<file path="src/rtl/ps2_kbd_in.sv">
// PS/2 keyboard receiver: deserialises device-to-host frames into a byte FIFO
// and exposes DATA/STATUS registers with a level IRQ on the CPU bus.
module ps2_kbd_in #(
  parameter logic [15:0] BASE_ADDR      = 16'hFE10,
  parameter int unsigned FIFO_AW        = 3,
  parameter int unsigned TIMEOUT_CYCLES = 25000
) (
  input  logic        clk,
  input  logic        reset_n,
  input  logic        ps2_clk,
  input  logic        ps2_data,
  input  logic [15:0] addr,
  input  logic        rd_en,
  output logic [7:0]  data_out,
  output logic        irq
);

  localparam int unsigned DEPTH = 2 ** FIFO_AW;
  localparam int unsigned CW    = FIFO_AW + 1;
  localparam int unsigned TW    = $clog2(TIMEOUT_CYCLES + 1);
  localparam logic [15:0] DATA_ADDR   = BASE_ADDR;
  localparam logic [15:0] STATUS_ADDR = BASE_ADDR + 16'd1;

  typedef enum logic [1:0] {S_IDLE, S_DATA, S_PARITY, S_STOP} state_e;

  logic              kclk_s1_q, kclk_s1_d, kclk_s2_q, kclk_s2_d, kclk_prev_q, kclk_prev_d;
  logic              kdat_s1_q, kdat_s1_d, kdat_s2_q, kdat_s2_d;
  state_e            state_q, state_d;
  logic [2:0]        bitcnt_q, bitcnt_d;
  logic [7:0]        shift_q, shift_d;
  logic              par_q, par_d;
  logic [TW-1:0]     tmo_q, tmo_d;
  logic [7:0]        mem_q [DEPTH];
  logic [7:0]        mem_d [DEPTH];
  logic [FIFO_AW-1:0] wr_ptr_q, wr_ptr_d, rd_ptr_q, rd_ptr_d;
  logic [CW-1:0]     count_q, count_d;
  logic              ovr_q, ovr_d, perr_q, perr_d, irq_q, irq_d;

  logic fall_c, push_c, perr_set_c;
  logic full_c, ne_c, data_sel_c, status_sel_c, pop_c, wr_c;

  // Two-flop synchronisers plus a delayed copy of the clock for fall detection
  always_comb begin
    kclk_s1_d   = ps2_clk;
    kclk_s2_d   = kclk_s1_q;
    kclk_prev_d = kclk_s2_q;
    kdat_s1_d   = ps2_data;
    kdat_s2_d   = kdat_s1_q;
    fall_c      = kclk_prev_q & ~kclk_s2_q;
  end

  // Frame FSM: advances on each PS/2 clock fall, aborts on inactivity
  always_comb begin
    state_d    = state_q;
    bitcnt_d   = bitcnt_q;
    shift_d    = shift_q;
    par_d      = par_q;
    tmo_d      = tmo_q;
    push_c     = 1'b0;
    perr_set_c = 1'b0;

    if (state_q == S_IDLE || fall_c) tmo_d = '0;
    else                             tmo_d = tmo_q + TW'(1);

    if (fall_c) begin
      case (state_q)
        S_IDLE: begin
          if (!kdat_s2_q) begin
            state_d  = S_DATA;
            bitcnt_d = 3'd0;
          end
        end
        S_DATA: begin
          shift_d = {kdat_s2_q, shift_q[7:1]};
          if (bitcnt_q == 3'd7) state_d = S_PARITY;
          else                  bitcnt_d = bitcnt_q + 3'd1;
        end
        S_PARITY: begin
          par_d   = kdat_s2_q;
          state_d = S_STOP;
        end
        S_STOP: begin
          if (kdat_s2_q && (^{shift_q, par_q})) push_c = 1'b1;
          else                                  perr_set_c = 1'b1;
          state_d = S_IDLE;
        end
        default: state_d = S_IDLE;
      endcase
    end else if (state_q != S_IDLE && tmo_q == TW'(TIMEOUT_CYCLES - 1)) begin
      state_d = S_IDLE;
      tmo_d   = '0;
    end
  end

  // FIFO, sticky flags and register side effects
  always_comb begin
    full_c       = (count_q == CW'(DEPTH));
    ne_c         = (count_q != '0);
    data_sel_c   = (addr == DATA_ADDR);
    status_sel_c = (addr == STATUS_ADDR);
    pop_c        = rd_en & data_sel_c & ne_c;
    wr_c         = push_c & (~full_c | pop_c);

    mem_d    = mem_q;
    wr_ptr_d = wr_ptr_q;
    rd_ptr_d = rd_ptr_q;
    count_d  = count_q;
    ovr_d    = ovr_q;
    perr_d   = perr_q;

    if (wr_c) begin
      mem_d[wr_ptr_q] = shift_q;
      wr_ptr_d        = wr_ptr_q + FIFO_AW'(1);
    end
    if (pop_c) rd_ptr_d = rd_ptr_q + FIFO_AW'(1);

    case ({wr_c, pop_c})
      2'b10:   count_d = count_q + CW'(1);
      2'b01:   count_d = count_q - CW'(1);
      default: count_d = count_q;
    endcase

    // A flag raised in the same cycle as the STATUS read must survive
    if (rd_en && status_sel_c) begin
      ovr_d  = 1'b0;
      perr_d = 1'b0;
    end
    if (push_c && full_c && !pop_c) ovr_d = 1'b1;
    if (perr_set_c)                 perr_d = 1'b1;

    irq_d = (count_d != '0);
  end

  always_ff @(posedge clk or negedge reset_n) begin
    if (!reset_n) begin
      kclk_s1_q   <= 1'b1;
      kclk_s2_q   <= 1'b1;
      kclk_prev_q <= 1'b1;
      kdat_s1_q   <= 1'b1;
      kdat_s2_q   <= 1'b1;
      state_q     <= S_IDLE;
      bitcnt_q    <= 3'd0;
      shift_q     <= 8'h00;
      par_q       <= 1'b0;
      tmo_q       <= '0;
      for (int i = 0; i < DEPTH; i++) mem_q[i] <= 8'h00;
      wr_ptr_q    <= '0;
      rd_ptr_q    <= '0;
      count_q     <= '0;
      ovr_q       <= 1'b0;
      perr_q      <= 1'b0;
      irq_q       <= 1'b0;
    end else begin
      kclk_s1_q   <= kclk_s1_d;
      kclk_s2_q   <= kclk_s2_d;
      kclk_prev_q <= kclk_prev_d;
      kdat_s1_q   <= kdat_s1_d;
      kdat_s2_q   <= kdat_s2_d;
      state_q     <= state_d;
      bitcnt_q    <= bitcnt_d;
      shift_q     <= shift_d;
      par_q       <= par_d;
      tmo_q       <= tmo_d;
      mem_q       <= mem_d;
      wr_ptr_q    <= wr_ptr_d;
      rd_ptr_q    <= rd_ptr_d;
      count_q     <= count_d;
      ovr_q       <= ovr_d;
      perr_q      <= perr_d;
      irq_q       <= irq_d;
    end
  end

  // Read mux is combinational from the bus address
  always_comb begin
    data_out = 8'h00;
    if (data_sel_c)        data_out = ne_c ? mem_q[rd_ptr_q] : 8'h00;
    else if (status_sel_c) data_out = {4'b0000, perr_q, ovr_q, full_c, ne_c};
  end

  assign irq = irq_q;

endmodule
</file>
<file path="config.mk">
export PLATFORM = sky130hd
export DESIGN_NAME = ps2_kbd_in
export DESIGN_NICKNAME = d
export VERILOG_FILES = /design/src/rtl/ps2_kbd_in.sv
export SDC_FILE = /design/constraint.sdc
export NUM_CORES = 1
export LEC_CHECK = 0
export ABC_AREA = 1
export CAP_MARGIN = 5
export CORE_UTILIZATION = 33
export DETAILED_ROUTE_END_ITERATION = 16
export GPL_TIMING_DRIVEN = 0
export SETUP_SLACK_MARGIN = 0.5
export SYNTH_ARGS = -nofsm -noshare
export SYNTH_HDL_FRONTEND = slang
export SYNTH_SLANG_ARGS = --single-unit
</file>
<file path="constraint.sdc">
create_clock -name clk -period 3.1 [get_ports clk]
set_input_delay 0.62 -clock clk [delete_from_list [all_inputs] [get_ports clk]]
set_output_delay 0.62 -clock clk [all_outputs]
set_load 0.03 [all_outputs]
</file>
==> flow_summary.toml <==
[status]
status = "finished, final reports clean"

[place]
dpl_cell_area_um2 = 6560
dp_hpwl_um = 10900
routabilityCongestion = 0.837
port_buffers = 29
placed_cells = 981

[yosys]
ys.warnings.count = 0
synth_cells = 726
netlist.area_leader.share_pct = 44.8
yosysTopAreaCell = "dfrtp_1"
mappedNetlistArea_um2 = 5920
syn-num-nets = 759
syn_avg_cell_area_um2 = 8.15
synth_cell_type_count = 40
ys_ff_latch = 111
seq_area_frac_synth_pct = 47.1
synth_area_leaders = "dfrtp_1, nand2_1, nand4_1"

[global_route]
grt_overflow_total = 0
grt_pass1_vias = 5000
grt_pass1_wl_um = 26000
grt_max_degree = 84
antenna_found_initial = 0
grt.total_usage_pct = 18.2

[floorplanning]
die-height_um = 136
coreArea_um2 = 17400
fp.dieW_um = 136
rows = 48
io_pins = 30
initial_core_util_pct = 34.0
die_area_um2 = 18500

[cells_and_area]
drive_gt1_share_pct = 19.2
fillers = 1764
syn2layout_area_growth_pct = 23.9
diodes = 0
final_util_pct = 42.1
fin_cells = 1018
postLayoutCellArea_um2 = 7330
finalNetCount = 821

[routing]
vias = 5128
wl_um = 15900
wl_per_cell_um = 15.6
ant_nets = 0
drt_iter0_drc = 320
remaining_drc_errors = 0
viasPerCell = 5.04
first_pass_iters = 5

[cts]
h-tree-depth = 3
cts_buffer_depth = 2
cts_buffers = 9
clock_sinks = 111
worstSkewPairLatency_ps = 360
cts_tree = "built"
root_buffer = "clkbuf_16"
clk_pin_slew_ps = 80
hold_buffers = 0

[setup_path]
rr_worst_depth = 20
r2r_start = "shift_q[0]"
slowest_stage = "a221o_1"
worstPathRequired_ps = 2480
path_class = "register to primary output"
critPathMaxStageDelay_ps = 360
startpoint_type = "register"
crit_path_end_kind = "primary output"
cp_max_fo = 9
ff2ff_setup_slack_ps = 550
r2r_end = "irq"
crit_arrival_ps = 1960
cp_cell_sequence = "clkbuf_2 > clkinv_2 > a221o_1 > nand2_1 > o21ai_1 > inv_1 > buf_4"

[sta]
timing.hold.ws_ps = 135
hold_viol_final = 0
setup_viol = 0
worstMarginPinSlew_ps = 890
fmax_ghz = 0.387
fin_crit_sh_pct = 83.3
max_slew_margin_pct = 40.4
clock_skew_ps = 7.43
drv_slew = 0
period_needed_ps = 2580
grt_setup_unrepaired = "yes"

[power_and_ir_drop]
vdd_drop_max_mv = 0.345
pwr_density_cell_nw_per_um2 = 491
p_leak_nw = 3.66

[min_path]
hp-class = "input pin to async pin"

[job]
cap_viol_max_count = 0
## placed cells by master (no fill, tap or decap), drive strengths merged, types with 3 or more instances in the layout
| cell type | n |
|---|---|
| nand3 | 17 |
| buf | 59 |
| inv | 53 |
| dfrtp | 106 |
| dlygate4sd2 | 8 |
| xor2 | 8 |
| dfstp | 5 |
| clkdlybuf4s50 | 4 |
| a21oi | 15 |
| nand4 | 79 |
| o21ai | 52 |
| nor3 | 6 |
| clkbuf | 17 |
| nand2 | 236 |
| o22ai | 16 |
| nor2 | 69 |
| nor4 | 3 |
| ha | 12 |
| clkinv | 3 |
| xnor2 | 4 |
| dlymetal6s2s | 6 |
## stage by stage
step                      worst slack (ps)  power, mW  TNS (ps)
after floorplan                        509       2.05         0
after global placement               -3090       2.24   -337590
after detailed placement              -401       2.25     -3040
after CTS                              480       3.49         0
after global routing                   359       3.78         0
final                                  518       3.60         0
## worst max path at each step
stage	cells past startpoint	slack (ps)	end	from
global placement	1	-3090	bitcnt_q[1]	reset_n
CTS	8	480	data_out[0]	rd_ptr_q[0]
global route	22	360	irq	shift_q[5]
floorplan	18	510	irq	addr[8]
finish	7	520	data_out[0]	rd_ptr_q[2]
detailed placement	16	-400	irq	addr[10]
## registers in the layout, summed over array words and instances (netlist names), 2 cells and up
| signal | count |
|---|---|
| tmo_q | 15 |
| shift_q | 8 |
| state_q | 2 |
| wr_ptr_q | 3 |
| count_q | 4 |
| bitcnt_q | 3 |
| rd_ptr_q | 3 |
| mem_q | 64 |
## routing by layer
| metal | vias up | track usage [%] | share of wire (%) |
|---|---|---|---|
| li1 | 2569 | - | - |
| met1 | 2428 | 24.4 | 47 |
| met2 | 109 | 28.9 | 47 |
| met3 | 22 | 4.55 | 4.8 |
| met4 | 0 | 4.94 | 1.8 |
| met5 | - | 0 | 0 |
## area by class of cell
class                      instances  area [µm²]  area share, %
clock inverter                     6        76.3           1.04
sequential                       111        2790           38.0
buffer                            35         302           4.11
inverter                          51         203           2.76
tap                              225         282           3.84
clock buffer                      10         229           3.12
multi-input combinational        529        2980           40.6
timing repair buffer              51         479           6.54
## cell families after synthesis
logic type / Yosys count / synth area share (%)
xor gates and xnor gates: 12 / 1.90
and+or+nand+nor: 415 / 33.3
DFF: 111 / 47.1
muxes: 2 / 0.359
buffers and inverters: 86 / 6.75
AOI/OAI and AO/OA: 88 / 8.06
adders and majority gates: 12 / 2.54
## critical path, delay by kind of cell, from the launching register on
kind            cells  cell delay (ps)
simple gates        1               70
flops               1              330
buf+inv             4              790
compound gates      2              420
## report_power, final
part           total (mW)  switching (mW)  leakage [nW]  internal [mW]
Combinational       0.809           0.498          2.02          0.310
Clock                1.23           0.583         0.150          0.645
Sequential           1.56          0.0554          1.50           1.51
Total                3.60            1.14          3.66           2.46
## timing repair
action / 4_1_cts / 5_1_grt
gates resized for setup: 116 / 60
buffers inserted: 7 / 14
endpoints found under the hold margin: 0 / 0
pin swaps: 21 / 32
setup endpoints to repair: 12 / 12
## cells in the mapped netlist (all sizes together)
master,count
o21ai,52
nand4,79
mux2,1
clkbuf,12
buf,23
o31ai,1
nand2,236
nand3,17
nor4,3
dfstp,5
mux2i,1
nor4b,1
nor3b,1
and3,1
o21a,1
nand3b,1
dfrtp,106
xor2,8
clkinv,2
a211oi,1
a21oi,15
xnor2,4
o22ai,16
a221oi,1
a221o,1
inv,49
ha,12
nor2,69
nor3,6
and2,1
Power figures use the tool's default switching activity.
